===== src/rtl/uart_rx_deserializer.sv =====
// 16x-oversampled UART receiver: 8N1 by default, 8E1 when UART_RX_PARITY_EN is defined.
// Emits one-cycle rx_status on a good byte and frame_err on a bad stop/parity bit.
module uart_rx_deserializer #(
  parameter int CLK_FREQ   = 100000000,
  parameter int BAUD       = 9600,
  parameter int OVERSAMPLE = 16
) (
  input  logic       clk,
  input  logic       reset,
  input  logic       uart_rx,
  output logic [7:0] rx_data,
  output logic       rx_status,
  output logic       frame_err
);

  localparam int DIV = CLK_FREQ / (BAUD * OVERSAMPLE);
  localparam int CW  = (DIV > 2) ? $clog2(DIV) : 1;

  typedef enum logic [2:0] {
    IDLE,
    START,
    DATA,
`ifdef UART_RX_PARITY_EN
    PARITY,
`endif
    STOP,
    WAIT_HIGH
  } state_t;

  state_t        state;
  logic [1:0]    sync_q;
  logic          rxs;
  logic [CW-1:0] tick_cnt;
  logic          tick;
  logic [3:0]    os_cnt;
  logic [2:0]    bit_cnt;
  logic [7:0]    shift;
  logic          stop_ok;

  assign rxs  = sync_q[1];
  assign tick = (tick_cnt == CW'(DIV - 1));

`ifdef UART_RX_PARITY_EN
  logic par_err;
  assign stop_ok = rxs && !par_err;
`else
  assign stop_ok = rxs;
`endif

  always_ff @(posedge clk or posedge reset) begin
    if (reset) begin
      sync_q <= 2'b11;
    end else begin
      sync_q <= {sync_q[0], uart_rx};
    end
  end

  always_ff @(posedge clk or posedge reset) begin
    if (reset) begin
      tick_cnt <= '0;
    end else if (tick) begin
      tick_cnt <= '0;
    end else begin
      tick_cnt <= tick_cnt + 1'b1;
    end
  end

  always_ff @(posedge clk or posedge reset) begin
    if (reset) begin
      state     <= IDLE;
      os_cnt    <= '0;
      bit_cnt   <= '0;
      shift     <= '0;
      rx_data   <= '0;
      rx_status <= 1'b0;
      frame_err <= 1'b0;
`ifdef UART_RX_PARITY_EN
      par_err   <= 1'b0;
`endif
    end else begin
      rx_status <= 1'b0;
      frame_err <= 1'b0;
      if (tick) begin
        case (state)
          IDLE: begin
            if (!rxs) begin
              state  <= START;
              os_cnt <= '0;
            end
          end
          START: begin
            // mid start bit: a high line here was only a glitch
            if (os_cnt == 4'd7) begin
              os_cnt <= '0;
              if (!rxs) begin
                state   <= DATA;
                bit_cnt <= '0;
              end else begin
                state <= IDLE;
              end
            end else begin
              os_cnt <= os_cnt + 1'b1;
            end
          end
          DATA: begin
            if (os_cnt == 4'd15) begin
              shift   <= {rxs, shift[7:1]};
              bit_cnt <= bit_cnt + 1'b1;
              os_cnt  <= '0;
              if (bit_cnt == 3'd7) begin
`ifdef UART_RX_PARITY_EN
                state <= PARITY;
`else
                state <= STOP;
`endif
              end
            end else begin
              os_cnt <= os_cnt + 1'b1;
            end
          end
`ifdef UART_RX_PARITY_EN
          PARITY: begin
            if (os_cnt == 4'd15) begin
              par_err <= rxs ^ (^shift);
              os_cnt  <= '0;
              state   <= STOP;
            end else begin
              os_cnt <= os_cnt + 1'b1;
            end
          end
`endif
          STOP: begin
            if (os_cnt == 4'd15) begin
              os_cnt <= '0;
              if (stop_ok) begin
                rx_data   <= shift;
                rx_status <= 1'b1;
                state     <= IDLE;
              end else begin
                frame_err <= 1'b1;
                state     <= rxs ? IDLE : WAIT_HIGH;
              end
            end else begin
              os_cnt <= os_cnt + 1'b1;
            end
          end
          WAIT_HIGH: begin
            if (rxs) begin
              state <= IDLE;
            end
          end
          default: state <= IDLE;
        endcase
      end
    end
  end

endmodule

===== config.mk =====
export PLATFORM = sky130hd
export DESIGN_NAME = uart_rx_deserializer
export DESIGN_NICKNAME = d
export VERILOG_FILES = /design/src/rtl/uart_rx_deserializer.sv
export SDC_FILE = /design/constraint.sdc
export NUM_CORES = 1
export LEC_CHECK = 0
export BUFFER_PORTS_ARGS = -buffer_cell sky130_fd_sc_hd__buf_2
export CAP_MARGIN = 20
export CELL_PAD_IN_SITES_DETAIL_PLACEMENT = 0
export CELL_PAD_IN_SITES_GLOBAL_PLACEMENT = 1
export CORE_MARGIN = 2
export CORE_UTILIZATION = 50
export CTS_BUF_LIST = sky130_fd_sc_hd__clkbuf_4 sky130_fd_sc_hd__clkbuf_8
export DETAILED_ROUTE_END_ITERATION = 16
export GPL_ROUTABILITY_DRIVEN = 0
export HOLD_SLACK_MARGIN = 0.15
export PLACE_DENSITY = 0.83
export SYNTH_ARGS = -nofsm -noshare
export SYNTH_HDL_FRONTEND = slang
export SYNTH_SLANG_ARGS = --single-unit
export TNS_END_PERCENT = 30

===== constraint.sdc =====
create_clock -name clk -period 2.2 [get_ports clk]
set_clock_uncertainty 0.05 [all_clocks]
set_input_delay 0.22 -clock clk [delete_from_list [all_inputs] [get_ports clk]]
set_output_delay 0.22 -clock clk [all_outputs]
set_load 0.05 [all_outputs]

# ---- Word level (Yosys, flattened, before mapping)
# Cells that the tools add are included.
dict set report classes {
  muxes 26
  n_reduce_logical 9
  eq_ne 15
  order_cmp 0
  div 0
  n_mul 0
  bitwise 0
  addsub 3
  shift 0
}
# op count
set ops {}
lappend ops {{$mux W3} 10}
lappend ops {{$pmux W3 S5} 1}
lappend ops {{$ne A2 B2 Y1 const B} 7}
lappend ops {{$mux W4} 3}
lappend ops {{$pmux W4 S3} 1}
lappend ops {{$add A10 B1 Y10 const B} 1}
lappend ops {{$eq A10 B10 Y1 const B} 1}
lappend ops {{$mux W10} 1}
lappend ops {{$mux W1} 8}
lappend ops {{$reduce_and A7 Y1} 1}
lappend ops {{$eq A3 B2 Y1 const B} 2}
lappend ops {{$eq A3 B3 Y1 const B} 2}
lappend ops {{$pmux W3 S2} 1}
lappend ops {{$reduce_and A3 Y1} 2}
lappend ops {{$reduce_and A5 Y1} 1}
lappend ops {{$add A4 B1 Y4 const B} 1}
lappend ops {{$eq A4 B3 Y1 const B} 1}
lappend ops {{$eq A4 B4 Y1 const B} 1}
lappend ops {{$reduce_and A4 Y1} 1}
lappend ops {{$add A3 B1 Y3 const B} 1}
lappend ops {{$eq A3 B1 Y1 const B} 1}
lappend ops {{$logic_not A3 Y1} 1}
lappend ops {{$reduce_bool A3 Y1} 1}
lappend ops {{$mux W2} 1}
lappend ops {{2 further kinds} 2}
dict set report totals {
  inputBits 3
  register_bits 40
  latchBits 0
  memories 0
  ram_bits 0
  mem_bits_ro 0
}

# ---- Logic depth before layout (Yosys ltp)
dict set report depth {
  ltp_word 4
  depth_mapped 7
  ltp_nobuf 6
}

# ---- Worst setup path before layout
# OpenSTA, ideal clock, no wires.
dict set report synth_path {
  kind {register to register}
  startpoint {reg os_cnt[0]}
  endpoint {reg state[0]}
  period_less_slack_ns 1.921
  stages_incl_launch_ff 6
  n_path_buf 0
  required_time_ns 2.025
  setup_ns 0.125
  slack_ns 0.279
  arrival_time_ns 1.747
  cell_sequence {dfrtp_1 -> ha_1 -> and4_1 -> nor4_1 -> nor2_1 -> mux2_2}
}
dict set report synth_via {
  elab_chain_cells 3
  word_cells_on_any_way 6
  classes_between {eq/ne (5); reduce/logical (1)}
}
# item line_no
set synth_rtl {}
lappend synth_rtl {{from (decl)} 35} ;# logic [3:0] os_cnt;
lappend synth_rtl {{from (signal assigned)} 102} ;# os_cnt <= os_cnt + 1'b1;
lappend synth_rtl {{from (signal assigned)} 118} ;# os_cnt <= os_cnt + 1'b1;
lappend synth_rtl {{from (signal assigned)} 144} ;# os_cnt <= os_cnt + 1'b1;
lappend synth_rtl {{$eq A4 B4 Y1 or $eq A4 B3 Y1 (tied branches)} {106, 133, 93}}
lappend synth_rtl {{$ne A2 B2 Y1 (no line)} -}
lappend synth_rtl {{$reduce_and A7 Y1 (no line) *} -}
lappend synth_rtl {{to (signal assigned)} 141} ;# state <= rxs ? IDLE : WAIT_HIGH;
lappend synth_rtl {{to (decl)} 30} ;# state_t state;
# Mark *: on every way between the ends. The rest lies on a longest branch, timed or not.
# A chain may end at the register's enable or synchronous reset.

# ---- Final worst setup path
dict set report layout_path {
  startpoint {reg tick_cnt[5]}
  endpoint {reg shift[6]}
}
dict set report layout_via {
  elab_chain_cells 2
}
# item line_no
set layout_rtl {}
lappend layout_rtl {{from (decl)} 33} ;# logic [CW-1:0] tick_cnt;
lappend layout_rtl {{from (signal assigned)} 64} ;# tick_cnt <= tick_cnt + 1'b1;
lappend layout_rtl {{$eq A10 B10 Y1} 41} ;# assign tick = (tick_cnt == CW'(DIV - 1));
lappend layout_rtl {{$reduce_and A3 Y1 (no line)} -}
lappend layout_rtl {{to (signal assigned)} 107} ;# shift <= {rxs, shift[7:1]};
lappend layout_rtl {{to (decl)} 37} ;# logic [7:0] shift;
# Every way passes these cells.

==> metrics.cfg <==
[global_route]
grt_max_degree = 41
use_met3_pct = 3.819
grt-busiest-layer = met2
grt_use_total_pct = 18.54
met1_usage_pct = 23.43
grt_pass1_wl_um = 5761
grt_antenna_before_repair = 0
grt_overflow_total = 0
grt_pass1_vias = 1235
grtUsageMet2_pct = 30.54

[yosys]
synth_top_family_by_area = simple AND/OR/NAND/NOR gates
ys.flop_type = dfrtp_1
synth_adder_area_share_pct = 3.365
synth-xor-area-share_pct = 3.769
syn_nets = 158
synthDistinctLibCells = 43
ys_warn_count = 0
synth_edf_count = 0
async_flop_share_pct = 100.0
synth-simple-area-share_pct = 20.26
synth_compound_area_share_pct = 6.191
syn_area_mm2 = 0.001859
avgSynthCellArea_um2 = 12.40
synth_seq_cells = 40
synthCells = 150
ys_seq_area_share_pct = 53.97
muxShareOfSynthArea_pct = 10.50

[cells_and_area]
syn_to_final_growth_pct = 15.34
n_antenna_cell = 0
multi_input_comb_area_um2 = 824.5
post-route-util_pct = 59.47
layout_common_cells = 38 x dfrtp_1, 16 x mux2_2, 13 x nor2_1, 12 x buf_2
drive_gt1_share_pct = 31.21
final_common_cell = dfrtp_1
final_nets = 180
num-fill-cells = 300
seqCellArea_mm2 = 0.001003

[sta]
final-hold-violation-count = 0
fin_hold_ws_ns = 0.3097
slew_violations = 0
rsz0062_at_grt = true
fin_crit_ns = 2.080
fin_crit_sh_pct = 94.53
fmax_mhz = 480.9
relSlewSlack_pct = 67.57
setup_viol = 0
tightest_slew_ns = 0.4864

[critical_path]
crit_fanout = 8
rr_startpoint = tick_cnt[5]
worstPathRequired_ns = 2.33
critPathLaunchType = flip-flop
cp-end-kind = flip-flop
arrival_ns = 2.21
critPathLaunch = tick_cnt[5]
path_class = reg2reg

[min_path]
min_path_type = reg2reg
min_from = sync_q[0]

[clock_tree]
clock_latency_ns = 0.29
root_buffer = clkbuf_8
cts.clk_slew.worst_paths_ns = 0.08
cts_buffer_depth = 2
cts_setup_buffers = 0
cts_tree = built
h-tree-depth = 2
cts-buffers-inserted = 5
clock_sinks = 40

[status]
status = completed

[detailed_routing]
drt_iter0_drc = 54
antenna_left = 0
vias = 1215
wl_per_cell_um = 15.48
viasPerCell = 5.498
drc = 0
totalWireLength_um = 3421
firstDrtPassIters = 4

[die]
die_h_um = 64.98
die_area_mm2 = 0.004222
die_x_um = 64.98
core_area_mm2 = 0.003606
pin_count = 13
initial_core_util_pct = 51.56
row_count = 22

[placement]
hpwl_um = 2447
port_buffers = 12

[power]
finalPower_w = 0.001362
cellPowerDensity_mw_per_mm2 = 635.2
power_leakage_nw = 1.027
ir_worst_vdd_mv = 0.3358

[job]
maxCapViolCount = 0

cell families (layout without fill, tap and decap cells):
group                    Yosys count  count (layout)
AND/OR/NAND/NOR                   54              54
flip-flops                        40              40
AO/OA/AOI/OAI                     17              17
multiplexers                      17              17
buffers and inverters              9              32
XOR/XNOR                           8               8
adder cells (fa/ha/maj)            5               5
per-stage QoR:
stage / setup TNS (ns) / cell area, µm² / instances / worst slack [ns]
2_1_floorplan: 0 / 1859 / 150 / 0.2787
3_3_place_gp: 0 / 2003 / 211 / 0.2113
3_5_place_dp: 0 / 2003 / 211 / 0.08145
4_1_cts: 0 / 2140 / 221 / 0.06146
5_1_grt: -0.01002 / 2145 / 221 / -0.01002
6_report: 0 / 2145 / 221 / 0.1204
routing by layer:
metal,up-vias,part of all wire [%]
li1,586,-
met1,600,46
met2,24,49
met3,5,3.6
met4,0,1.5
met5,-,0
what timing repair did:
action | in CTS | in global routing
hold buffers | 2 | 0
endpoints found under the hold margin | 39 | 0
resized for setup | 0 | 1
endpoints found under the setup margin | 0 | 8
critical path, stage by stage (launching register included):
cell     delay, ns
dfrtp_1       0.46
nor4b_4       0.40
nand4_2       0.28
nor3_4        0.39
mux2_2        0.39
cell usage after synthesis, types with 2 or more instances:
cell | count | area [µm²]
a22o_1 | 3 | 26.28
nor3b_1 | 3 | 22.52
nand2_1 | 3 | 11.26
nand4_1 | 3 | 18.77
nand3b_1 | 2 | 15.01
xor2_1 | 2 | 17.52
xnor2_1 | 6 | 52.55
ha_1 | 5 | 62.56
nor2_1 | 13 | 48.80
inv_1 | 4 | 15.01
dfstp_2 | 2 | 52.55
clkbuf_1 | 3 | 11.26
and3b_1 | 2 | 17.52
mux2_2 | 16 | 180.2
nor3_1 | 2 | 10.01
nor4b_1 | 3 | 26.28
dfrtp_1 | 38 | 950.9
nor4b_4 | 2 | 47.55
o21ai_0 | 7 | 35.03
nand3_1 | 7 | 35.03
and4_1 | 2 | 17.52
final cells by class:
| class | instances | share of cell area, % |
|---|---|---|
| multi-input cells | 101 | 38.45 |
| repair buffers | 20 | 5.834 |
| inverters | 4 | 0.7001 |
| clock inverters | 3 | 2.217 |
| clock buffers | 5 | 3.209 |
| flip-flops and latches | 40 | 46.79 |
| well taps | 48 | 2.800 |
sequential cells by signal (all words and copies together), names as in the netlist:
name       cells
bit_cnt        3
frame_err      1
os_cnt         4
rx_data        8
rx_status      1
shift          8
state          3
sync_q         2
tick_cnt      10
power breakdown:
part	internal, W	switching (W)	total [W]	leakage [nW]
Clock	0.000341	0.000258	0.000599	0.0583
Sequential	0.000738	0.00000271	0.000741	0.538
Combinational	0.00000678	0.0000158	0.0000226	0.431
Total	0.00109	0.000276	0.00136	1.03
path summary, 6_finish.rpt:
kind / to / slack, ns / cells after the start
setup / recovery: shift[6] / 0.12 / 4
hold / removal: sync_q[1] / 0.31 / 0
setup reg to reg: shift[6] / 0.12 / 4
hold reg to reg: sync_q[1] / 0.31 / 0
max in group asynchronous: sync_q[1] / 1.20 / 4
min in group asynchronous: rx_status / 0.54 / 4
(Power assumes the default switching activity.)
